==> config.mk <==
export PLATFORM = sky130hd
export DESIGN_NAME = cw_input_flat
export DESIGN_NICKNAME = d
export VERILOG_FILES = /design/src/rtl/ring_pkg.sv /design/src/rtl/cw_input_if.sv /design/src/rtl/input_vc_slot.sv /design/src/rtl/cw_input.sv /design/src/flat_wrapper.sv
export SDC_FILE = /design/constraint.sdc
export NUM_CORES = 1
export LEC_CHECK = 0
export CAP_MARGIN = 5
export CORE_MARGIN = 4
export CORE_UTILIZATION = 56
export CTS_BUF_LIST = sky130_fd_sc_hd__clkbuf_16
export DETAILED_ROUTE_END_ITERATION = 8
export DONT_BUFFER_PORTS = 1
export GPL_TIMING_DRIVEN = 0
export PLACE_DENSITY = 0.79
export SLEW_MARGIN = 15
export SYNTH_ARGS = -nofsm -noshare
export SYNTH_HDL_FRONTEND = slang
export SYNTH_SLANG_ARGS = --single-unit
==> constraint.sdc <==
create_clock -name clk -period 1.8 [get_ports clk]
set_clock_uncertainty 0.15 [all_clocks]
set_input_delay 0.36 -clock clk [delete_from_list [all_inputs] [get_ports clk]]
set_output_delay 0.36 -clock clk [all_outputs]
set_load 0.005 [all_outputs]
==> src/rtl/ring_pkg.sv <==
// Shared definitions for the clockwise ring stages: flit geometry and the
// one-hot input-slot state encoding used by input, CW-output and PE-output blocks.
package ring_pkg;

  localparam int DATA_WIDTH = 64;
  localparam int VC_BIT     = 63;
  localparam int HOP_MSB    = 55;
  localparam int HOP_LSB    = 48;

  typedef logic [DATA_WIDTH-1:0] flit_t;

  typedef enum logic [2:0] {
    EMPTY  = 3'b001,
    REQ_CW = 3'b010,
    REQ_PE = 3'b100
  } slot_state_t;

  // A spent hop count means the flit has reached its destination PE.
  function automatic slot_state_t route_of(input flit_t f);
    return (f[HOP_MSB:HOP_LSB] == '0) ? REQ_PE : REQ_CW;
  endfunction

endpackage

==> src/rtl/cw_input_if.sv <==
// Clockwise link and slot-to-output handshake bundle of the ring input stage.
interface cw_input_if;
  import ring_pkg::*;

  logic  cwsi;
  flit_t cwdi;
  logic  cwri;
  flit_t data_out_even;
  flit_t data_out_odd;
  logic  request_cw_even;
  logic  request_cw_odd;
  logic  request_pe_even;
  logic  request_pe_odd;
  logic  grant_cw_even;
  logic  grant_cw_odd;
  logic  grant_pe_even;
  logic  grant_pe_odd;

  // Environment side: upstream router plus the CW/PE output stages.
  modport master (
    output cwsi, cwdi, grant_cw_even, grant_cw_odd, grant_pe_even, grant_pe_odd,
    input  cwri, data_out_even, data_out_odd,
           request_cw_even, request_cw_odd, request_pe_even, request_pe_odd
  );

  modport slave (
    input  cwsi, cwdi, grant_cw_even, grant_cw_odd, grant_pe_even, grant_pe_odd,
    output cwri, data_out_even, data_out_odd,
           request_cw_even, request_cw_odd, request_pe_even, request_pe_odd
  );

endinterface

==> src/rtl/input_vc_slot.sv <==
// Single-entry virtual-channel buffer: captures a flit, requests the output its
// hop field selects, and frees (or reloads) on the matching grant.
module input_vc_slot
  import ring_pkg::*;
(
  input  logic  clk,
  input  logic  rst,
  input  logic  wr_en,
  input  flit_t wr_data,
  input  logic  grant_cw,
  input  logic  grant_pe,
  output flit_t data,
  output logic  request_cw,
  output logic  request_pe,
  output logic  empty,
  output logic  drop
);

  slot_state_t state, state_next;
  logic        releasing;
  logic        accept;

  // Only the grant for the output actually being requested frees the slot.
  assign releasing = ((state == REQ_CW) && grant_cw) ||
                     ((state == REQ_PE) && grant_pe);
  assign accept    = wr_en && ((state == EMPTY) || releasing);
  assign drop      = wr_en && !accept;

  // NOTE: sequential state uses non-blocking assignments so every register
  // samples pre-edge values regardless of process ordering.
  always_ff @(posedge clk) begin
    if (!rst) state <= EMPTY;
    else      state <= state_next;
  end

  // NOTE: the default at the top of the block keeps this purely combinational;
  // without it, paths that skip an assignment would infer a latch.
  always_comb begin
    state_next = state;
    if (accept)         state_next = route_of(wr_data);
    else if (releasing) state_next = EMPTY;
  end

  always_comb begin
    request_cw = (state == REQ_CW);
    request_pe = (state == REQ_PE);
    empty      = (state == EMPTY);
  end

  // NOTE: the payload register is reset because data_out must read zero out of
  // reset; otherwise a datapath register like this would need no reset.
  always_ff @(posedge clk) begin
    if (!rst)        data <= '0;
    else if (accept) data <= wr_data;
  end

endmodule

==> src/rtl/cw_input.sv <==
// Clockwise ring input stage: steers incoming flits to the even/odd slot by VC
// bit, gates upstream ready by router phase, and flags dropped writes.
module cw_input
  import ring_pkg::*;
(
  input  logic       clk,
  input  logic       rst,
  input  logic       polarity,
  cw_input_if.slave  ring,
  output logic       overflow
);

  logic wr_even, wr_odd;
  logic empty_even, empty_odd;
  logic drop_even, drop_odd;

  // Slot choice follows the flit's own VC bit, not the current phase.
  assign wr_even = ring.cwsi && !ring.cwdi[VC_BIT];
  assign wr_odd  = ring.cwsi &&  ring.cwdi[VC_BIT];

  input_vc_slot u_even (
    .clk        (clk),
    .rst        (rst),
    .wr_en      (wr_even),
    .wr_data    (ring.cwdi),
    .grant_cw   (ring.grant_cw_even),
    .grant_pe   (ring.grant_pe_even),
    .data       (ring.data_out_even),
    .request_cw (ring.request_cw_even),
    .request_pe (ring.request_pe_even),
    .empty      (empty_even),
    .drop       (drop_even)
  );

  input_vc_slot u_odd (
    .clk        (clk),
    .rst        (rst),
    .wr_en      (wr_odd),
    .wr_data    (ring.cwdi),
    .grant_cw   (ring.grant_cw_odd),
    .grant_pe   (ring.grant_pe_odd),
    .data       (ring.data_out_odd),
    .request_cw (ring.request_cw_odd),
    .request_pe (ring.request_pe_odd),
    .empty      (empty_odd),
    .drop       (drop_odd)
  );

  assign ring.cwri = polarity ? empty_odd : empty_even;

  always_ff @(posedge clk) begin
    if (!rst)                       overflow <= 1'b0;
    else if (drop_even || drop_odd) overflow <= 1'b1;
  end

endmodule
==> src/flat_wrapper.sv <==
// flat-port wrapper written by rule: the top's interface ports become plain ports
module cw_input_flat import ring_pkg::*;
  (clk, rst, polarity, overflow, ring_cwsi, ring_cwdi, ring_grant_cw_even, ring_grant_cw_odd, ring_grant_pe_even, ring_grant_pe_odd, ring_cwri, ring_data_out_even, ring_data_out_odd, ring_request_cw_even, ring_request_cw_odd, ring_request_pe_even, ring_request_pe_odd);
  cw_input_if ring_i ();
  input  logic clk;
  input  logic rst;
  input  logic polarity;
  output logic overflow;
  input wire logic [$bits(ring_i.cwsi)-1:0] ring_cwsi;
  input wire logic [$bits(ring_i.cwdi)-1:0] ring_cwdi;
  input wire logic [$bits(ring_i.grant_cw_even)-1:0] ring_grant_cw_even;
  input wire logic [$bits(ring_i.grant_cw_odd)-1:0] ring_grant_cw_odd;
  input wire logic [$bits(ring_i.grant_pe_even)-1:0] ring_grant_pe_even;
  input wire logic [$bits(ring_i.grant_pe_odd)-1:0] ring_grant_pe_odd;
  output wire logic [$bits(ring_i.cwri)-1:0] ring_cwri;
  output wire logic [$bits(ring_i.data_out_even)-1:0] ring_data_out_even;
  output wire logic [$bits(ring_i.data_out_odd)-1:0] ring_data_out_odd;
  output wire logic [$bits(ring_i.request_cw_even)-1:0] ring_request_cw_even;
  output wire logic [$bits(ring_i.request_cw_odd)-1:0] ring_request_cw_odd;
  output wire logic [$bits(ring_i.request_pe_even)-1:0] ring_request_pe_even;
  output wire logic [$bits(ring_i.request_pe_odd)-1:0] ring_request_pe_odd;
  assign ring_i.cwsi = ring_cwsi;
  assign ring_i.cwdi = ring_cwdi;
  assign ring_i.grant_cw_even = ring_grant_cw_even;
  assign ring_i.grant_cw_odd = ring_grant_cw_odd;
  assign ring_i.grant_pe_even = ring_grant_pe_even;
  assign ring_i.grant_pe_odd = ring_grant_pe_odd;
  assign ring_cwri = ring_i.cwri;
  assign ring_data_out_even = ring_i.data_out_even;
  assign ring_data_out_odd = ring_i.data_out_odd;
  assign ring_request_cw_even = ring_i.request_cw_even;
  assign ring_request_cw_odd = ring_i.request_cw_odd;
  assign ring_request_pe_even = ring_i.request_pe_even;
  assign ring_request_pe_odd = ring_i.request_pe_odd;
  cw_input u_core (.clk(clk), .rst(rst), .polarity(polarity), .ring(ring_i), .overflow(overflow));
endmodule
; Yosys cells after proc, flatten, opt, wreduce, memory -nomap -nowiden
; Cells that the tools add are included.
[word_totals]
output_inout_bits = 134
register_bits = 135
elab_cells = 38
[op_classes]
reduce_logical = 21
mux = 6
eq_ne = 6
[op_table]
columns = cell, n
row1 = 2-to-1 mux 3 bit, 5
row2 = logical AND 1 bit, 10
row3 = logical NOT 8 bit, 1
row4 = equality test 3 x 1 -> 1 bit (second input constant), 2
row5 = equality test 3 x 2 -> 1 bit (second input constant), 2
row6 = equality test 3 bit (second input constant), 2
row7 = logical OR 1 bit, 5
row8 = nonzero test 2 bit, 2
row9 = logical NOT 1 bit, 3
row10 = 2-to-1 mux 1 bit, 1

; Depth between registers and ports, before layout
; Gate-level depths: netlist of the first run.
[logic_depth]
word_depth = 8
depth_mapped = 6
depth_no_buf = 3

; Hierarchy
; From an unflattened synthesis of the first run, not the netlist that was laid out.
[hier_totals]
cells_unflattened = 629
hier_area_um2 = 5141.2
[by_module_without_submodules]
columns = module, seq_area_each_um2, area_each_um2, instances, cells_per_inst
row1 = input_vc_slot, 1341.3, 2542.4, 2, 312
row2 = cw_input, 20.0, 56.3, 1, 5

; Worst setup path after synthesis of the first run
; No wires, ideal clock.
[synth_timing]
path_kind = register -> register
startpoint = reg u_core.u_odd.state[2]
endpoint = reg u_core.u_odd.data[10]
slack_ns = 0.071
stages_incl_launch_ff = 7
period_less_slack_ns = 1.729
arrival_ns = 1.507
required_time_ns = 1.578
cell_sequence = dfxtp_1 > clkbuf_2 > nor4bb_1 > o311a_1 > buf_6 > buf_6 > mux2i_1
[synth_between]
elab_chain_len = 5
elab_cells_between_ends = 8
classes_between = eq/ne (3) / reduce/logical (5)
[synth_rtl]
columns = item, line
row1 = start: declaration, input_vc_slot.sv:19  ; slot_state_t state, state_next;
row2 = start signal: assignment, input_vc_slot.sv:33  ; else state <= state_next;
row3 = equality test 3 x 2 -> 1 bit or equality test 3 bit (tied branches), "input_vc_slot.sv:24, input_vc_slot.sv:25"
row4 = logical AND 1 bit (on tied branches), "input_vc_slot.sv:24, input_vc_slot.sv:25"
row5 = logical OR 1 bit, input_vc_slot.sv:24  ; assign releasing = ((state == REQ_CW) && grant_cw) ||
row6 = logical OR 1 bit (*), input_vc_slot.sv:26  ; assign accept = wr_en && ((state == EMPTY) || releasing);
row7 = logical AND 1 bit (*), input_vc_slot.sv:26
row8 = end signal: assignment, input_vc_slot.sv:54  ; else if (accept) data <= wr_data;
row9 = end: declaration, input_vc_slot.sv:12  ; output flit_t data,
; Mark *: on every way between the ends. The rest lies on a longest branch, timed or not.
; A chain may end at the register's enable or synchronous reset.

; Worst setup path in the final report of the first run
[layout_timing]
startpoint = reg u_core.u_even.state[0]
endpoint = out ring_cwri
[layout_between]
elab_chain_len = 2
[layout_rtl]
columns = item, line
row1 = start: declaration, input_vc_slot.sv:19
row2 = start signal: assignment, input_vc_slot.sv:33
row3 = equality test 3 x 1 -> 1 bit, input_vc_slot.sv:47  ; empty = (state == EMPTY);
row4 = 2-to-1 mux 1 bit, cw_input.sv:49  ; assign ring.cwri = polarity ? empty_odd : empty_even;
row5 = end: declaration, flat_wrapper.sv:15  ; output wire logic [$bits(ring_i.cwri)-1:0] ring_cwri;
; Every way passes these cells.

==> results of run 1 <==
## layer usage
layer | up-vias | global-route usage, % | share of wire (%)
met5 | - | 0 | 0
met4 | 0 | 13.9 | 3.2
met3 | 46 | 10.2 | 9.3
met2 | 223 | 47.2 | 50
met1 | 2019 | 29.1 | 37
li1 | 1993 | - | -
## power by group
group	internal, mW	switching [mW]
registers	3.16	0.162
clock network	2.04	1.32
logic	0.385	0.377
## what timing repair did
action	in CTS	in global routing
pin swaps	2	3
gates resized for setup	25	26
cloned	0	2
buffers inserted	5	7
endpoints found under the hold margin	120	0
setup endpoints to repair	122	108
hold buffers	62	0
## sequential cells by signal, summed over array words and instances, names as in the netlist
signal,flops
u_core.u_even.state,3
u_core.u_odd.state,3
u_core.overflow,1
u_core.u_even.data,64
u_core.u_odd.data,64
## layout make-up
| class | instances | area, sq um | share of cell area, % |
|---|---|---|---|
| tap | 108 | 135 | 1.97 |
| multi-input combinational | 362 | 2420 | 35.2 |
| timing repair buffer | 76 | 733 | 10.7 |
| buffer | 38 | 262 | 3.81 |
| clock inverter | 15 | 154 | 2.24 |
| inverter | 3 | 11.3 | 0.164 |
| clock buffer | 17 | 425 | 6.20 |
| sequential | 135 | 2720 | 39.7 |
## stage by stage
stage               cell area (sq um)  power [mW]  setup slack [ns]
floorplan                        5230        3.78            0.0709
global placement                 5360        3.90            -0.140
detailed placement               5360        3.94            -0.220
CTS                              6720        7.43           -0.0157
global route                     6860        7.72           -0.0322
finish                           6860        7.45            0.0211
## layout by cell type (no fill, tap or decap), types with 4 or more instances in the layout
cell type / synthesis / layout
nand2_1: 195 / 195
dfxtp_1: 135 / 129
mux2i_1: 126 / 122
dlygate4sd3_1: 0 / 62
clkbuf_1: 23 / 22
clkbuf_16: 0 / 17
buf_4: 9 / 16
buf_6: 4 / 5
dfxtp_4: 0 / 5
clkinvlp_4: 0 / 4
## worst register-to-register path, cell delays in order, from the launching register on
cell and delay [ns]:
dfxtp_4 0.37, and4bb_2 0.28, o311ai_4 0.27, buf_4 0.21, clkbuf_4 0.21, mux2i_1 0.20
## kinds of logic (layout without fill, tap and decap cells)
group,count (synthesis),after routing,synth area share [%]
mux,127,127,24.3
flops,135,135,51.7
simple gates,218,218,17.1
buf+inv,42,149,4.31
compound gates,17,17,2.54
## worst max path at each step
stage | to | slack, ns | cells after the start
3_3_place_gp | u_core.u_even.data[60] | -0.14 | 5
5_1_grt | ring_cwri | -0.03 | 2
4_1_cts | ring_cwri | -0.02 | 2
3_5_place_dp | u_core.u_even.data[58] | -0.22 | 5
6_report | ring_cwri | 0.02 | 2
2_1_floorplan | u_core.u_odd.data[10] | 0.07 | 6
==> results_dict.tcl, run 1 <==
set metrics [dict create \
    outcome "finished clean" \
    start_util_pct 58.8 \
    cts_tree "built" \
    rsz0062_at_grt "yes" \
    grt_max_degree 17 \
    r2r-start "u_core.u_odd.state[0]" \
    period_needed_ns 1.78 \
    synth.distinct_cells 35 \
    path_delay_family "flip-flops" \
    hold_violations 0 \
    crit_buf_inv 0 \
    synthArstFlopShare_pct 0 \
    grt_pass1_wl_um 24000 \
    gp_congestion 0.801 \
    worstHoldEndpoint "u_core.u_even.data[29]" \
    synth_area_sq_um 5230 \
    synth_top_area_share_pct 51.7 \
    leakagePower_nw 2.95 \
    max_stage_delay_ns 0.40 \
    ys_top_cells_by_count "nand2_1, dfxtp_1, mux2i_1, clkbuf_1, buf_4" \
    rows 34 \
    setup_viol 0 \
    synth-edff-count 0 \
    clock_latency_ns 0.40 \
    yosysSeqAreaShare_pct 51.7 \
    ioPinCount 206 \
    drive_above_1_share_pct 12.5 \
    whs_path_depth 2 \
    viasPerCell 5.68 \
    cp.required_ns 1.29 \
    grt_antenna_before_repair 0 \
    cts_sinks 135 \
    dieHeight_um 105 \
    synth_area_leader_cell "dfxtp_1" \
    fin_setup_tns_ns 0 \
    path_cells "nor3b_4 -> mux2_4" \
    vdd_ir_drop_max_uv 678 \
    worst_pin_slew_ns 0.578 \
    grt-ovfl-total 0 \
    grt_pass1_vias 4678 \
    synth_fp_nets 611 \
    stdcell_count 754 \
    crit_slowest_cell "dfxtp_4" \
    drtIter0Drc 224 \
    slew_violations 0 \
    avgSynthCellArea_sq_um 9.70 \
    whs_ns 0.0140 \
    ys.flop_type "dfxtp_1" \
    max_freq_mhz 562 \
    period_share_pct 98.8 \
    path_clk_slew_ns 0.06 \
    yosysMostFrequentCell "nand2_1" \
    die_w_um 105 \
    critPathLaunch "u_core.u_even.state[0]" \
    core_sq_um 8890 \
    p_per_area_nw_per_um2 1090 \
    cts-root-buf "clkbuf_16" \
    layout.nets 705 \
    totalWireLength_um 14900 \
    ant_nets 0 \
    cts_buffer_depth 2 \
    cp-end-kind "primary output" \
    ys_ff_latch 135 \
    dieArea_sq_um 10900 \
    synthCells 539 \
    cp-start-kind "flop" \
    worstSetupPathType "reg2out" \
    wl_per_cell_um 19.8 \
    syn_to_final_growth_pct 31.2 \
    post-route-util_pct 77.1 \
    diodes 0 \
    dp_hpwl_um 9810 \
    numPortBuffers 0 \
    r2r-end "u_core.u_odd.data[47]" \
    fillers 590 \
    firstDrtPassIters 4 \
    r2r_setup_slack_ns 0.04 \
    max_cap_viol_count 0 \
    track_usage_pct 27.3 \
    cts_buffers 17 \
    slew_headroom_pct 61.4 \
    reg2reg_depth 5 \
    worstHoldStart "ring_cwdi[29]" \
    drc 0 \
    dp.cells 647 \
    cp_max_fo 6 \
    crit_arrival_ns 1.27 \
    yosys_warnings 0 \
    htreeDepth 4 \
    via_count 4281 \
    hold_class "in2reg" \
    synthTopCellsByArea "dfxtp_1, mux2i_1, nand2_1" \
]
No activity file was read; power rests on OpenSTA's default activity.
==> run 2: changes to the inputs <==
Settings changed: CAP_MARGIN 5 to 40, CORE_UTILIZATION 56 to 49, PLACE_DENSITY 0.79 to 0.71.
==> results_dict.tcl, run 2 (synthesis results as in run 1) <==
set metrics [dict create \
    viasPerCell 5.46 \
    clock_latency_ns 0.41 \
    largestRegisters "u_core.u_even.data (64), u_core.u_odd.data (64)" \
    final_cell_mix "nand2_1, dfxtp_1, mux2i_1" \
    rows 37 \
    dp_slack_ns -0.270 \
    p_per_area_nw_per_um2 1070 \
    start_util_pct 50.4 \
    via_count 4227 \
    period_needed_ns 1.81 \
    dieHeight_um 111 \
    r2r-start "u_core.u_odd.state[2]" \
    worstHoldEndpoint "u_core.u_even.state[2]" \
    cp-end-kind "primary output" \
    reg2reg_depth 5 \
    diodes 0 \
    vdd_ir_drop_max_uv 536 \
    gp_congestion 0.792 \
    track_usage_pct 23.4 \
    r2r-end "u_core.u_odd.data[43]" \
    die_w_um 111 \
    failed_checks "negative setup slack" \
    cp.depth 2 \
    cts_buffer_depth 2 \
    core_sq_um 10400 \
    drtIter0Drc 254 \
    combPwrFrac_pct 9.9 \
    worst_pin_slew_ns 0.535 \
    power.switching_mw 1.74 \
    critPathLaunch "u_core.u_even.state[0]" \
    whs_path_depth 3 \
    slew_violations 0 \
    pwr-share-clk_pct 44.2 \
    max_freq_mhz 552 \
    grt_max_degree 17 \
    fin_setup_tns_ns -0.0113 \
    cts-root-buf "clkbuf_16" \
    seqPwrFrac_pct 45.9 \
    finalPower_mw 7.25 \
    hold_violations 0 \
    wl_per_cell_um 18.9 \
    max_cap_viol_count 0 \
    r2r_setup_slack_ns 0.02 \
    max_stage_delay_ns 0.39 \
    hold_class "in2reg" \
    grt-ovfl-total 0 \
    cts_sinks 135 \
    rsz0062_at_grt "yes" \
    ant_nets 0 \
    layout.nets 700 \
    leakagePower_nw 2.91 \
    htreeDepth 4 \
    period_share_pct 101 \
    cp_max_fo 7 \
    cts_buffers 17 \
    drc 0 \
    path_cells "nor3b_4 -> mux2_4" \
    setup_viol 1 \
    ioPinCount 206 \
    firstDrtPassIters 7 \
    grt_pass1_wl_um 23300 \
    cp.required_ns 1.29 \
    path_clk_slew_ns 0.05 \
    path_delay_family "flip-flops" \
    worstHoldStart "ring_grant_pe_even" \
    totalWireLength_um 14600 \
    drive_above_1_share_pct 10.2 \
    p_int_mw 5.51 \
    dieArea_sq_um 12400 \
    crit_slowest_cell "dfxtp_4" \
    cp-start-kind "flop" \
    crit_buf_inv 0 \
    cts_tree "built" \
    syn_to_final_growth_pct 29.1 \
    switching_share_pct 24.1 \
    slew_headroom_pct 64.4 \
    numPortBuffers 0 \
    outcome "finished with violations" \
    layout_commonest_cell "nand2_1" \
    worstSetupPathType "reg2out" \
    grt_pass1_vias 4441 \
    dp_hpwl_um 9710 \
    whs_ns 0.0349 \
    crit_arrival_ns 1.30 \
    timing.final.ws_setup_ns -0.0113 \
    grt_antenna_before_repair 0 \
]
## run 2: changes by cell type in the layout (fill, tap and decap cells not counted), sizes merged
cell,previous run,this run
buf,27,22
clkbuf,42,40
clkinv,6,5
clkinvlp,4,3
dlygate4sd3,62,64
inv,6,5
## run 2: through the flow
stage               instances  area [sq um]  util (%)
floorplan                 539          5230         -
global placement          675          5400      52.1
detailed placement        675          5400      52.1
CTS                       771          6690      64.5
global route              774          6750      65.1
finish                    774          6750      65.1
## run 2: worst max-delay path by stage
stage,end,slack [ns]
after floorplan,u_core.u_odd.data[10],0.07
after global placement,u_core.u_odd.data[6],-0.17
after detailed placement,u_core.u_even.data[11],-0.27
after CTS,ring_cwri,-0.02
after global routing,u_core.u_even.data[37],-0.07
final,ring_cwri,-0.01
## run 2: repair_timing
item	in CTS	in global routing
buffers inserted	3	3
hold buffers	64	0
endpoints found under the setup margin	92	120
endpoints found under the hold margin	127	0
resized for setup	20	13
pin swaps	1	3
## run 2: cell type report
type                    instances  area (sq um)
clock inverters                12           116
multi-input cells             362          2380
repair buffers                 70           686
clock buffers                  17           425
flip-flops and latches        135          2720
fillers                       834          3620
plain buffers                  39           246
well taps                     136           170
inverters                       3          11.3
## run 2: metal layers
metal,track usage [%],wire length (um),vias to the layer above
met5,0,0,-
met4,12.1,481,0
met3,7.59,1110,45
met2,39.9,7310,177
met1,26.0,5710,2021
li1,-,-,1984
## run 2: power groups by stage
stage	clock network, mW	registers [mW]	logic (mW)
2_1_floorplan	0	3.33	0.445
3_3_place_gp	0	3.38	0.532
3_5_place_dp	0	3.38	0.558
4_1_cts	3.25	3.33	0.697
5_1_grt	3.37	3.34	0.783
6_report	3.21	3.33	0.716
## run 2: worst reg2reg max path, delay by kind of cell (launching register included)
family	cells	cell delay, ns
and+or+nand+nor	1	0.26
muxes	1	0.23
AOI/OAI and AO/OA	1	0.32
DFF	1	0.33
buffers and inverters	2	0.40
==> run 3: changes to the inputs <==
Settings changed: GPL_TIMING_DRIVEN 0 to unset, MAX_ROUTING_LAYER set to met4.
==> results_dict.tcl, run 3 <==
set metrics [dict create \
    synthSimpleGateAreaFrac_pct 17.1 \
    dp.cells 651 \
    dieHeight_um 111 \
    synth_area_sq_um 5230 \
    outcome "aborted with a tool error" \
    cts_resized 8 \
    ys_top_cells_by_count "nand2_1, dfxtp_1, mux2i_1, clkbuf_1, buf_4" \
    cts_hold_buf 137 \
    die_w_um 111 \
    synth-compound-area-share_pct 2.54 \
    synth-xor-area-share_pct 0 \
    numPortBuffers 0 \
    synth_top_family_by_area "multiplexers" \
    synthTopCellsByArea "dfxtp_1, mux2i_1, nand2_1" \
    stop_stage "clock tree synthesis (4_1_cts)" \
    synth.area.mux_share_pct 24.3 \
    yosysMostFrequentCell "nand2_1" \
    cts-root-buf "clkbuf_16" \
    stop_error "[ERROR RSZ-0060] Max buffer count reached." \
    dp_hpwl_um 8120 \
    cts_buffers 17 \
    ys.flop_type "dfxtp_1" \
    synthCells 539 \
    synthArstFlopShare_pct 0 \
    rows 37 \
    avgSynthCellArea_sq_um 9.70 \
    cts_buffer_depth 2 \
    htreeDepth 4 \
    synth-edff-count 0 \
    ys_ff_latch 135 \
    cts_setup_buffers 1 \
    gp_congestion 0.798 \
    cts_sinks 135 \
    synth_top_area_share_pct 51.7 \
    synth.distinct_cells 35 \
    ioPinCount 206 \
    yosys_warnings 0 \
    synth_fp_nets 611 \
    yosysSeqAreaShare_pct 51.7 \
    synth_area_leader_cell "dfxtp_1" \
    start_util_pct 50.4 \
    synthAdderAreaFrac_pct 0 \
]
-- run 3: logic make-up after synthesis --
logic type / Yosys count
multiplexers: 127
AO/OA/AOI/OAI: 17
flip-flops: 135
AND/OR/NAND/NOR: 218
buffers and inverters: 42
-- run 3: per-stage QoR --
| stage | util, % | setup TNS (ns) | setup slack (ns) | instance area (sq um) |
|---|---|---|---|---|
| global placement | 51.8 | 0 | 0.107 | 5370 |
| floorplan | - | 0 | 0.0709 | 5230 |
| detailed placement | 51.8 | -0.0165 | -0.00935 | 5370 |
==> run 4: changes to the inputs <==
Settings changed: CORE_UTILIZATION 49 to 34, CTS_BUF_LIST sky130_fd_sc_hd__clkbuf_16 to unset, MAX_ROUTING_LAYER met4 to unset, PLACE_DENSITY 0.71 to unset, PLACE_DENSITY_LB_ADDON set to 0.15.
Clock period 1.8 ns to 2.3 ns, I/O delays scaled along.
==> results_dict.tcl, run 4 (synthesis results as in run 1) <==
set metrics [dict create \
    worst_pin_slew_ns 0.655 \
    grt_pass1_wl_um 20100 \
    core_sq_um 15100 \
    hold_class "in2reg" \
    cts_tree "built" \
    fin_setup_tns_ns 0 \
    whs_path_depth 2 \
    r2r-end "u_core.u_odd.data[11]" \
    totalWireLength_um 12800 \
    numPortBuffers 0 \
    path_delay_family "simple AND/OR/NAND/NOR gates" \
    cp-start-kind "flop" \
    viasPerCell 5.00 \
    drive_above_1_share_pct 7.99 \
    path_clk_slew_ns 0.05 \
    ioPinCount 206 \
    htreeDepth 4 \
    cts_buffer_depth 2 \
    r2r-start "u_core.u_odd.state[2]" \
    via_count 3630 \
    final_cell_mix "nand2_1, dfxtp_1, mux2i_1" \
    dp_hpwl_um 8730 \
    slew_violations 0 \
    placed_area_sq_um 5390 \
    cp.required_ns 2.49 \
    outcome "finished clean" \
    grt-ovfl-total 0 \
    fillers 1491 \
    cts_sinks 135 \
    wl_per_cell_um 17.7 \
    dieHeight_um 132 \
    drtIter0Drc 148 \
    cp-end-kind "flop" \
    clock_latency_ns 0.41 \
    rsz0062_at_grt "no" \
    reg2reg_depth 4 \
    gp_congestion 0.694 \
    max_cap_viol_count 0 \
    vdd_ir_drop_max_uv 525 \
    crit_slowest_cell "nor4bb_1" \
    fin_area_sq_um 5970 \
    r2r_setup_slack_ns 0.22 \
    max_freq_mhz 481 \
    syn_to_final_growth_pct 14.2 \
    crit_buf_inv 1 \
    largestRegisters "u_core.u_even.data (64), u_core.u_odd.data (64)" \
    grt_max_degree 204 \
    cts_buffers 17 \
    track_usage_pct 14.5 \
    drc 0 \
    worstSetupPathType "reg2reg" \
    grt_antenna_before_repair 0 \
    dieArea_sq_um 17400 \
    cts_setup_buffers 0 \
    setup_viol 0 \
    rows 45 \
    diodes 0 \
    hold_violations 0 \
    leakagePower_nw 2.55 \
    worstHoldStart "rst" \
    layout_commonest_cell "nand2_1" \
    die_w_um 132 \
    grt_pass1_vias 3569 \
    start_util_pct 34.5 \
    crit_arrival_ns 2.27 \
    cts-root-buf "clkbuf_16" \
    firstDrtPassIters 4 \
    period_share_pct 90.3 \
    path_cells "nor4bb_1 -> o311a_2 -> buf_12 -> mux2i_1" \
    ant_nets 0 \
    worstHoldEndpoint "u_core.u_even.data[48]" \
    slew_headroom_pct 55.8 \
    p_per_area_nw_per_um2 935 \
    period_needed_ns 2.08 \
    max_stage_delay_ns 0.58 \
    cp_max_fo 37 \
    layout.nets 601 \
    post-route-util_pct 39.4 \
]
run 4: area by class of cell:
| cell class | instances | area, sq um | area share, % |
|---|---|---|---|
| repair buffers | 10 | 128 | 2.14 |
| flip-flops and latches | 135 | 2700 | 45.3 |
| well taps | 188 | 235 | 3.94 |
| clock buffers | 24 | 492 | 8.24 |
| clock inverters | 4 | 70.1 | 1.17 |
| inverters | 3 | 11.3 | 0.189 |
| multi-input cells | 362 | 2330 | 39.1 |
run 4: layer usage:
layer,vias to the layer above,part of all wire (%),track usage [%]
met1,1710,41,16.9
met4,0,1.2,5.08
met2,129,48,23.2
li1,1778,-,-
met5,-,0,0
met3,13,10,7.29
run 4: where the power goes:
| group | switching, mW | internal (mW) | total, mW |
|---|---|---|---|
| clock | 0.931 | 1.68 | 2.61 |
| sequential | 0.121 | 2.48 | 2.60 |
| combinational | 0.187 | 0.182 | 0.368 |
run 4: repair_timing:
| action | CTS | global route |
|---|---|---|
| hold buffers | 1 | 0 |
| gates resized for setup | 0 | 1 |
| endpoints found under the hold margin | 1 | 0 |
| endpoints found under the setup margin | 0 | 1 |
run 4: worst max path at each step:
| stage | startpoint | end | slack, ns | cells after the start |
|---|---|---|---|---|
| 4_1_cts | u_core.u_odd.state[0] | ring_cwri | 0.08 | 2 |
| 3_3_place_gp | ring_grant_pe_odd | u_core.u_odd.data[0] | 0.23 | 4 |
| 3_5_place_dp | ring_grant_pe_odd | u_core.u_odd.data[27] | 0.21 | 4 |
| 2_1_floorplan | ring_grant_pe_odd | u_core.u_odd.data[10] | 0.51 | 5 |
| 5_1_grt | u_core.u_odd.state[2] | u_core.u_odd.data[25] | 0.09 | 4 |
| 6_report | u_core.u_odd.state[2] | u_core.u_odd.data[11] | 0.22 | 4 |
run 4: stage by stage:
stage          hold slack [ns]  std cells  setup slack [ns]  total power [mW]
2_1_floorplan            0.301        539             0.512              2.95
3_3_place_gp             0.316        697             0.232              3.01
3_5_place_dp             0.318        697             0.207              3.03
4_1_cts                0.00177        726            0.0841              5.68
5_1_grt                 0.0466        726            0.0920              5.83
6_report                0.0610        726             0.222              5.58
